File: src/rtl/seq_add_sub_pkg.sv
// Shared definitions for the multi-cycle add/sub unit and future multi-cycle ALU units.
// State encodings are fixed 2-bit values so sibling units can share them.
package seq_add_sub_pkg;

    localparam logic [1:0] ST_IDLE = 2'd0;
    localparam logic [1:0] ST_RUN  = 2'd1;
    localparam logic [1:0] ST_DONE = 2'd2;

    typedef enum logic [1:0] {
        IDLE = ST_IDLE,
        RUN  = ST_RUN,
        DONE = ST_DONE
    } state_t;

    // Chunk counter width; a single-chunk unit still keeps a 1-bit counter.
    function automatic int cnt_width(input int nchunk);
        return (nchunk > 1) ? $clog2(nchunk) : 1;
    endfunction

endpackage

File: src/rtl/seq_add_sub_if.sv
// Request/response bundle of the multi-cycle add/sub unit.
// The requester uses the master modport; the unit itself uses the slave modport.
interface seq_add_sub_if #(
    parameter int WIDTH = 32
);
    logic             start;
    logic             sub;
    logic [WIDTH-1:0] a;
    logic [WIDTH-1:0] b;
    logic             ready;
    logic             done;
    logic [WIDTH-1:0] result;
    logic             carry_out;
    logic             borrow;
    logic             overflow;
    logic             zero;

    modport master (
        output start, sub, a, b,
        input  ready, done, result, carry_out, borrow, overflow, zero
    );

    modport slave (
        input  start, sub, a, b,
        output ready, done, result, carry_out, borrow, overflow, zero
    );

endinterface

File: src/rtl/seq_add_sub_add_chunk.sv
// Combinational CHUNK-bit ripple adder built from gate-level full adders.
// msb_carry_in exposes the carry into the top bit so the caller can form signed overflow.
module add_chunk #(
    parameter int CHUNK = 8
) (
    input  logic [CHUNK-1:0] a,
    input  logic [CHUNK-1:0] b,
    input  logic             carry_in,
    output logic [CHUNK-1:0] sum,
    output logic             carry_out,
    output logic             msb_carry_in
);

    logic [CHUNK:0] c;

    assign c[0] = carry_in;

    for (genvar i = 0; i < CHUNK; i++) begin : g_fa
        logic p;
        logic g;
        assign p        = a[i] ^ b[i];
        assign g        = a[i] & b[i];
        assign sum[i]   = p ^ c[i];
        assign c[i + 1] = g | (p & c[i]);
    end

    assign carry_out    = c[CHUNK];
    assign msb_carry_in = c[CHUNK - 1];

endmodule

File: src/rtl/seq_add_sub.sv
// Multi-cycle WIDTH-bit adder/subtractor working CHUNK bits per clock, LSB chunk first.
//   state | meaning
//   IDLE  | waiting for start, ready=1
//   RUN   | one chunk per cycle, ready=0, outputs held
//   DONE  | done pulse with fresh result/flags, ready=1 so a new start is taken
module seq_add_sub
    import seq_add_sub_pkg::*;
#(
    parameter int WIDTH = 32,
    parameter int CHUNK = 8
) (
    input  logic         clk,
    input  logic         rst,
    seq_add_sub_if.slave bus
);

    localparam int             NCHUNK = WIDTH / CHUNK;
    localparam int             CW     = cnt_width(NCHUNK);
    localparam logic [CW-1:0]  LAST   = CW'(NCHUNK - 1);

    if ((CHUNK < 1) || (WIDTH % CHUNK != 0)) begin : g_bad_params
        $error("seq_add_sub: WIDTH (%0d) must be a non-zero multiple of CHUNK (%0d)", WIDTH, CHUNK);
    end

    state_t state;
    state_t state_nxt;
    logic   load;
    logic   step;
    logic   last;

    logic [WIDTH-1:0] a_reg;
    logic [WIDTH-1:0] b_reg;
    logic [WIDTH-1:0] acc;
    logic [WIDTH-1:0] acc_nxt;
    logic             carry;
    logic             mode;
    logic [CW-1:0]    cnt;

    logic [CHUNK-1:0] a_chunks [NCHUNK];
    logic [CHUNK-1:0] b_chunks [NCHUNK];
    logic [CHUNK-1:0] a_k;
    logic [CHUNK-1:0] b_k;
    logic [CHUNK-1:0] sum_k;
    logic             co_k;
    logic             msb_ci_k;

    assign last = (cnt == LAST);

    always_ff @(posedge clk) begin
        if (rst) begin
            state <= IDLE;
        end else begin
            state <= state_nxt;
        end
    end

    always_comb begin
        state_nxt = state;
        bus.ready = 1'b0;
        bus.done  = 1'b0;
        load      = 1'b0;
        step      = 1'b0;
        case (state)
            IDLE: begin
                bus.ready = 1'b1;
                if (bus.start) begin
                    load      = 1'b1;
                    state_nxt = RUN;
                end
            end
            RUN: begin
                step = 1'b1;
                if (last) begin
                    state_nxt = DONE;
                end
            end
            DONE: begin
                bus.ready = 1'b1;
                bus.done  = 1'b1;
                if (bus.start) begin
                    load      = 1'b1;
                    state_nxt = RUN;
                end else begin
                    state_nxt = IDLE;
                end
            end
            default: begin
                state_nxt = IDLE;
            end
        endcase
    end

    // Chunk slicing and the accumulator update are unrolled per chunk so every
    // part-select is constant; only the final chunk pick depends on cnt.
    for (genvar g = 0; g < NCHUNK; g++) begin : g_slice
        assign a_chunks[g]                  = a_reg[g*CHUNK +: CHUNK];
        assign b_chunks[g]                  = b_reg[g*CHUNK +: CHUNK];
        assign acc_nxt[g*CHUNK +: CHUNK]    = (cnt == CW'(g)) ? sum_k : acc[g*CHUNK +: CHUNK];
    end

    if (NCHUNK == 1) begin : g_one_chunk
        assign a_k = a_chunks[0];
        assign b_k = b_chunks[0];
    end else begin : g_multi_chunk
        assign a_k = a_chunks[cnt];
        assign b_k = b_chunks[cnt];
    end

    add_chunk #(
        .CHUNK (CHUNK)
    ) u_add_chunk (
        .a            (a_k),
        .b            (b_k),
        .carry_in     (carry),
        .sum          (sum_k),
        .carry_out    (co_k),
        .msb_carry_in (msb_ci_k)
    );

    // Subtraction is a + ~b + 1: B is inverted at load and the +1 enters as the initial carry.
    always_ff @(posedge clk) begin
        if (rst) begin
            a_reg         <= '0;
            b_reg         <= '0;
            acc           <= '0;
            carry         <= 1'b0;
            mode          <= 1'b0;
            cnt           <= '0;
            bus.result    <= '0;
            bus.carry_out <= 1'b0;
            bus.borrow    <= 1'b0;
            bus.overflow  <= 1'b0;
            bus.zero      <= 1'b0;
        end else if (load) begin
            a_reg <= bus.a;
            b_reg <= bus.sub ? ~bus.b : bus.b;
            carry <= bus.sub;
            mode  <= bus.sub;
            cnt   <= '0;
        end else if (step) begin
            acc   <= acc_nxt;
            carry <= co_k;
            cnt   <= cnt + CW'(1);
            if (last) begin
                bus.result    <= acc_nxt;
                bus.carry_out <= co_k;
                bus.overflow  <= co_k ^ msb_ci_k;
                bus.borrow    <= mode & ~co_k;
                bus.zero      <= (acc_nxt == '0);
            end
        end
    end

endmodule

File: src/flat_wrapper.sv
// flat-port wrapper written by rule: the top's interface ports become plain ports
module seq_add_sub_flat import seq_add_sub_pkg::*;
#(
    parameter int WIDTH = 32,
    parameter int CHUNK = 8
)
  (clk, rst, bus_start, bus_sub, bus_a, bus_b, bus_ready, bus_done, bus_result, bus_carry_out, bus_borrow, bus_overflow, bus_zero);
  seq_add_sub_if #(.WIDTH(WIDTH)) bus_i ();
  input  logic clk;
  input  logic rst;
  input wire logic [$bits(bus_i.start)-1:0] bus_start;
  input wire logic [$bits(bus_i.sub)-1:0] bus_sub;
  input wire logic [$bits(bus_i.a)-1:0] bus_a;
  input wire logic [$bits(bus_i.b)-1:0] bus_b;
  output wire logic [$bits(bus_i.ready)-1:0] bus_ready;
  output wire logic [$bits(bus_i.done)-1:0] bus_done;
  output wire logic [$bits(bus_i.result)-1:0] bus_result;
  output wire logic [$bits(bus_i.carry_out)-1:0] bus_carry_out;
  output wire logic [$bits(bus_i.borrow)-1:0] bus_borrow;
  output wire logic [$bits(bus_i.overflow)-1:0] bus_overflow;
  output wire logic [$bits(bus_i.zero)-1:0] bus_zero;
  assign bus_i.start = bus_start;
  assign bus_i.sub = bus_sub;
  assign bus_i.a = bus_a;
  assign bus_i.b = bus_b;
  assign bus_ready = bus_i.ready;
  assign bus_done = bus_i.done;
  assign bus_result = bus_i.result;
  assign bus_carry_out = bus_i.carry_out;
  assign bus_borrow = bus_i.borrow;
  assign bus_overflow = bus_i.overflow;
  assign bus_zero = bus_i.zero;
  seq_add_sub #(.WIDTH(WIDTH), .CHUNK(CHUNK)) u_core (.clk(clk), .rst(rst), .bus(bus_i));
endmodule
File: config.mk
export PLATFORM = sky130hd
export DESIGN_NAME = seq_add_sub_flat
export DESIGN_NICKNAME = d
export VERILOG_FILES = /design/src/rtl/seq_add_sub_pkg.sv /design/src/rtl/seq_add_sub_if.sv /design/src/rtl/seq_add_sub_add_chunk.sv /design/src/rtl/seq_add_sub.sv /design/src/flat_wrapper.sv
export SDC_FILE = /design/constraint.sdc
export NUM_CORES = 1
export LEC_CHECK = 0
export BUFFER_PORTS_ARGS = -buffer_cell sky130_fd_sc_hd__buf_2
export CAP_MARGIN = 20
export CORE_UTILIZATION = 55
export DETAILED_ROUTE_END_ITERATION = 10
export PLACE_DENSITY = 0.79
export SYNTH_ARGS = -nofsm -noshare
export SYNTH_HDL_FRONTEND = slang
export SYNTH_SLANG_ARGS = --single-unit
File: constraint.sdc
create_clock -name clk -period 6.3 [get_ports clk]
set_clock_uncertainty 0.15 [all_clocks]
set_input_delay 0.63 -clock clk [delete_from_list [all_inputs] [get_ports clk]]
set_output_delay 0.63 -clock clk [all_outputs]
set_load 0.005 [all_outputs]
; ---- Yosys cells after proc, flatten, opt, wreduce, memory -nomap -nowiden
; Index checks and enable logic that the tools add are counted.
[totals]
regBits = 138
output_inout_bits = 38
wordCells = 98
[classes]
n_addsub = 1
magnitude_cmp = 1
eq_ne = 7
mux = 22
n_bitwise = 46
n_reduce_logical = 9
[ops]
columns = op, count
row1 = 2-to-1 mux 8 bit, 8
row2 = binary-select mux 8 bit (select 2 bit), 2
row3 = logical NOT 32 bit, 1
row4 = 2-to-1 mux 32 bit, 1
row5 = inverter 32 bit, 1
row6 = bitwise AND 1 bit, 17
row7 = XOR 1 bit, 17
row8 = 2-to-1 mux 1 bit, 8
row9 = bitwise OR 1 bit, 8
row10 = == test 2 bit (second input constant), 3
row11 = one-hot mux 2 bit (3 select lines), 1
row12 = == test 2 x 1 -> 1 bit (second input constant), 2
row13 = logical NOT 2 bit, 2
row14 = 2-to-1 mux 2 bit, 2
row15 = AND reduction 2 bit, 2
row16 = OR reduction 2 bit, 2
row17 = greater-or-equal comparator 3 bit (second input constant), 1
row18 = inverter 2 -> 3 bit, 1
row19 = AND reduction 3 bit, 1
row20 = adder 2 x 1 -> 2 bit (second input constant), 1
row21 = inequality test 2 x 1 -> 1 bit (second input constant), 1
row22 = inequality test 2 bit (second input constant), 1
row23 = inverter 1 bit, 2
row24 = nonzero test 2 bit, 1

; ---- Longest topological paths before layout
[logic_depth]
word_depth = 23
mapped_depth = 18

; ---- Hierarchy
; From an unflattened synthesis, not the netlist that was laid out.
[hier_totals]
cells_unflattened = 620
hier_area_um2 = 5914.4
[by_module_without_submodules]
columns = mod, n_inst, cells_per_inst, area_each_um2
row1 = seq_add_sub, 1, 602, 5716.7
row2 = add_chunk, 1, 18, 197.7

; ---- Worst setup path after synthesis
; No wires, ideal clock.
[synth_timing]
path_type = flip-flop to flip-flop
start = register u_core.cnt[0]
end = register u_core.bus.zero
setup_ps = 117
arrival_time_ps = 5359
t_required_ps = 6033
slack_ps = 674
path_stages_with_launch = 18
n_path_buf = 3
period_less_slack_ps = 5626
cell_sequence = dfxtp_1 > buf_2 > buf_2 > mux4_2 > fa_1 > fa_1 > fa_1 > fa_1 > fa_1 > fa_1 > fa_1 > inv_1 > fa_1 > buf_2 > nor4b_1 > a21oi_1 > nor4_1 > a32o_2
[synth_via]
elab_chain_cells = 22
word_cells_on_any_way = 54
cone_classes = eq/ne: 3 / mux: 10 / bitwise: 38 / reduce/logical: 3
[synth_lines]
columns = element, line
row1 = "start, declared", seq_add_sub.sv:37  ; logic [CW-1:0] cnt;
row2 = "start signal, assigned", seq_add_sub.sv:143  ; cnt <= cnt + CW'(1);
row3 = inverter 2 -> 3 bit (implied by the code), "seq_add_sub.sv:105, seq_add_sub.sv:106"
row4 = binary-select mux 8 bit (select 2 bit) (on tied branches), "seq_add_sub.sv:105, seq_add_sub.sv:106"
row5 = 2-to-1 mux 8 bit (on tied branches) (2 in series), "seq_add_sub.sv:105, seq_add_sub.sv:106"
row6 = XOR 1 bit, seq_add_sub_add_chunk.sv:21  ; assign p = a[i] ^ b[i];
row7 = bitwise AND 1 bit, seq_add_sub_add_chunk.sv:24  ; assign c[i + 1] = g | (p & c[i]);
row8 = bitwise OR 1 bit, seq_add_sub_add_chunk.sv:24
row9 = bitwise AND 1 bit, seq_add_sub_add_chunk.sv:24
row10 = bitwise OR 1 bit, seq_add_sub_add_chunk.sv:24
row11 = (+5 left out), --
row12 = bitwise OR 1 bit, seq_add_sub_add_chunk.sv:24
row13 = bitwise AND 1 bit, seq_add_sub_add_chunk.sv:24
row14 = bitwise OR 1 bit, seq_add_sub_add_chunk.sv:24
row15 = bitwise AND 1 bit, seq_add_sub_add_chunk.sv:24
row16 = bitwise OR 1 bit, seq_add_sub_add_chunk.sv:24
row17 = XOR 1 bit, seq_add_sub_add_chunk.sv:23  ; assign sum[i] = p ^ c[i];
row18 = 2-to-1 mux 8 bit, seq_add_sub.sv:98  ; assign acc_nxt[g*CHUNK +: CHUNK] = (cnt == CW'(g)) ? sum_k : acc[g*CHUNK +: CHUNK];
row19 = logical NOT 32 bit, seq_add_sub.sv:149  ; bus.zero <= (acc_nxt == '0);
row20 = "end signal, assigned", seq_add_sub.sv:149
row21 = "end, declared", seq_add_sub_if.sv:25  ; output ready, done, result, carry_out, borrow, overflow, zero
; Parallel ways exist; a longest one is shown, timed or not. The select of a mux whose other input is x is not followed.
; A chain may end at the register's enable or synchronous reset.

; ---- Worst setup path after layout
[layout_timing]
start = register u_core.cnt[1]
end = register u_core.bus.zero
; Same word-level chain as after synthesis.

==> flow_summary.json <==
{
  "cp_max_fo": 12,
  "post-dp-hpwl_um": 9170,
  "cts_setup_buffers": 0,
  "slew_headroom_pct": 40.1,
  "crit_path_end_kind": "flip-flop",
  "htree_levels": 4,
  "drt_iter0_drc": 212,
  "grt_max_degree": 118,
  "ys_types": 39,
  "yosysWarnings": 0,
  "grt_antenna_before_repair": 0,
  "cts_resized": 0,
  "place_congestion": 0.861,
  "dieWidth_um": 105,
  "insertion_delay_ns": 0.51,
  "drtPass1Iterations": 5,
  "grt_use_total_pct": 25.2,
  "hold_start": "bus_a[22]",
  "drcViolationCount": 0,
  "ys_seq_elements": 133,
  "wire_per_inst_um": 15.8,
  "drt-total-wl_um": 13600,
  "final-max-slew-violation-count": 0,
  "fmax_mhz": 178,
  "final_cells": 862,
  "syn_nets": 718,
  "setup_viol": 0,
  "synthArstFlopShare_pct": 0,
  "swShare_pct": 26.4,
  "rsz0062_at_grt": "false",
  "p_int_w": 0.00153,
  "nFillCells": 811,
  "fin_area_sq_um": 6960,
  "cp-startpoint": "u_core.cnt[1]",
  "p_switching_w": 0.000548,
  "ys_seq_area_share_pct": 45.3,
  "fin_crit_ns": 5.61,
  "min_period_over_period_pct": 89.1,
  "num_antenna_cells": 0,
  "dp.cells": 828,
  "powerDensity_nw_per_um2": 299,
  "avgSynthCellArea_sq_um": 9.22,
  "multi_input_area_sq_um": 2940,
  "finalPower_w": 0.00208,
  "p_seq_share_pct": 43.6,
  "coreArea_sq_um": 10400,
  "worstHoldPathType": "in -> reg",
  "clkTransAtPathRegs_ns": 0.06,
  "rr_startpoint": "u_core.cnt[1]",
  "io_pins": 106,
  "dieArea_sq_um": 11100,
  "yosys_most_used_dff": "dfxtp_1",
  "tns_ns": 0,
  "first_global_vias": 4628,
  "p_leak_nw": 2.86,
  "vias": 4804,
  "clockBufferDepth": 2,
  "drive_above_1_share_pct": 22.3,
  "start_util_pct": 56.7,
  "netlist_instances": 638,
  "critPathLaunchType": "flip-flop",
  "drv_cap": 0,
  "synth_edf_count": 0,
  "clock-sinks": 133,
  "worst_slew_pin_slew_ns": 0.898,
  "cp.arrival_ns": 5.87,
  "clockPowerShare_pct": 42.6,
  "cts-root-buf": "clkbuf_8",
  "io_buffer_count": 105,
  "synthesis.area_sq_um": 5880,
  "vdd_ir_drop_max_mv": 0.156,
  "crit_required_ns": 6.56,
  "core.rowCount": 37,
  "outcome": "finished, final reports clean",
  "grt_pass1_wl_um": 21900,
  "combPwrFrac_pct": 13.8,
  "cts_tree": "built",
  "path_class": "reg -> reg",
  "via_per_inst": 5.57,
  "cts_hold_buf": 0,
  "ant_nets": 0,
  "dieHeight_um": 105,
  "placed_cell_area_sq_um": 6370,
  "grt-ovfl-total": 0,
  "hold_viol_final": 0,
  "cts_made_buffers": 17,
  "layout.nets": 793,
  "area_growth_syn_to_layout_pct": 18.2,
  "seq_area_sq_um": 2660
}
[Yosys cell counts, types with 4 or more instances]
cell type,n,area [sq um]
buf_2,20,100
nor2_1,91,342
nand2_1,95,357
ha_1,4,50.1
nor3_1,5,25.0
dfxtp_1,133,2660
fa_1,8,160
mux2i_1,38,380
buf_1,7,26.3
nor4_1,5,31.3
a21oi_1,62,310
nor2b_1,5,31.3
inv_1,7,26.3
xnor2_1,34,298
clkbuf_1,27,101
a211oi_1,54,405
mux4_2,16,360
[power groups by stage]
stage / clock network, W / logic, W / registers (W)
after global routing: 0.000936 / 0.000312 / 0.000910
final: 0.000886 / 0.000287 / 0.000907
after detailed placement: 0 / 0.000279 / 0.000923
after global placement: 0 / 0.000270 / 0.000921
after floorplan: 0 / 0.000208 / 0.000913
after CTS: 0.000890 / 0.000282 / 0.000905
[worst max-delay path: stages, from the launching register on]
cell and delay (ns):
dfxtp_1 0.67, mux4_2 0.42, fa_1 0.46, fa_1 0.40, fa_1 0.39, fa_1 0.39
fa_1 0.40, fa_1 0.42, fa_1 0.44, inv_1 0.10, fa_1 0.56, nand2_1 0.14
nor2_1 0.06, a21oi_1 0.20, nor4_1 0.09, a32o_2 0.22
[logic make-up (layout without fill, tap and decap cells)]
kind of cell               after synthesis  after routing  share of synthesized area [%]
adders and majority gates               12             12                           3.57
DFF                                    133            133                           45.3
muxes                                   54             54                           12.6
and+or+nand+nor                        213            213                           15.0
AOI/OAI and AO/OA                      127            127                           13.6
buffers and inverters                   65            153                           4.93
xor gates and xnor gates                34             34                           5.06
[cell usage in the layout, fill, tap and decap left out, types with 8 or more instances in the layout]
cell       Yosys  final
clkbuf_16      0     16
xnor2_1       34     34
a21oi_1       62     62
fa_1           8      8
nand2_1       95     95
a211oi_1      54     54
dfxtp_1      133    133
buf_2         20    104
mux4_2        16     16
nor2_1        91     91
mux2i_1       38     38
[path summary, 6_finish.rpt]
kind	endpoint	slack [ns]	depth (start not counted)
setup / recovery	u_core.bus.zero	0.69	15
hold / removal	u_core.a_reg[22]	0.20	3
setup reg to reg	u_core.bus.zero	0.69	15
hold reg to reg	u_core.a_reg[31]	0.30	2
[through the flow]
| stage | setup slack [ns] | utilization, % | hold WS (ns) |
|---|---|---|---|
| floorplan | 0.674 | - | 0.283 |
| global placement | 0.901 | 61.5 | 0.289 |
| detailed placement | 0.741 | 61.5 | 0.298 |
| CTS | 0.709 | 66.5 | 0.192 |
| global route | 0.490 | 67.1 | 0.196 |
| finish | 0.685 | 67.1 | 0.204 |
[per-layer routing]
| layer | up-vias | track usage [%] | wire length, um |
|---|---|---|---|
| li1 | 2341 | - | - |
| met1 | 2270 | 31.9 | 6020 |
| met2 | 169 | 41.1 | 6610 |
| met3 | 24 | 5.26 | 698 |
| met4 | 0 | 11.7 | 313 |
| met5 | - | 0 | 0 |
[cell type report]
type,count,share of cell area (%)
Inverter,8,0.432
Sequential cell,133,38.3
Tap cell,136,2.45
Clock inverter,9,1.15
Clock buffer,23,6.42
Multi-Input combinational cell,440,42.2
Timing Repair Buffer,113,9.03
(Power assumes the default switching activity.)
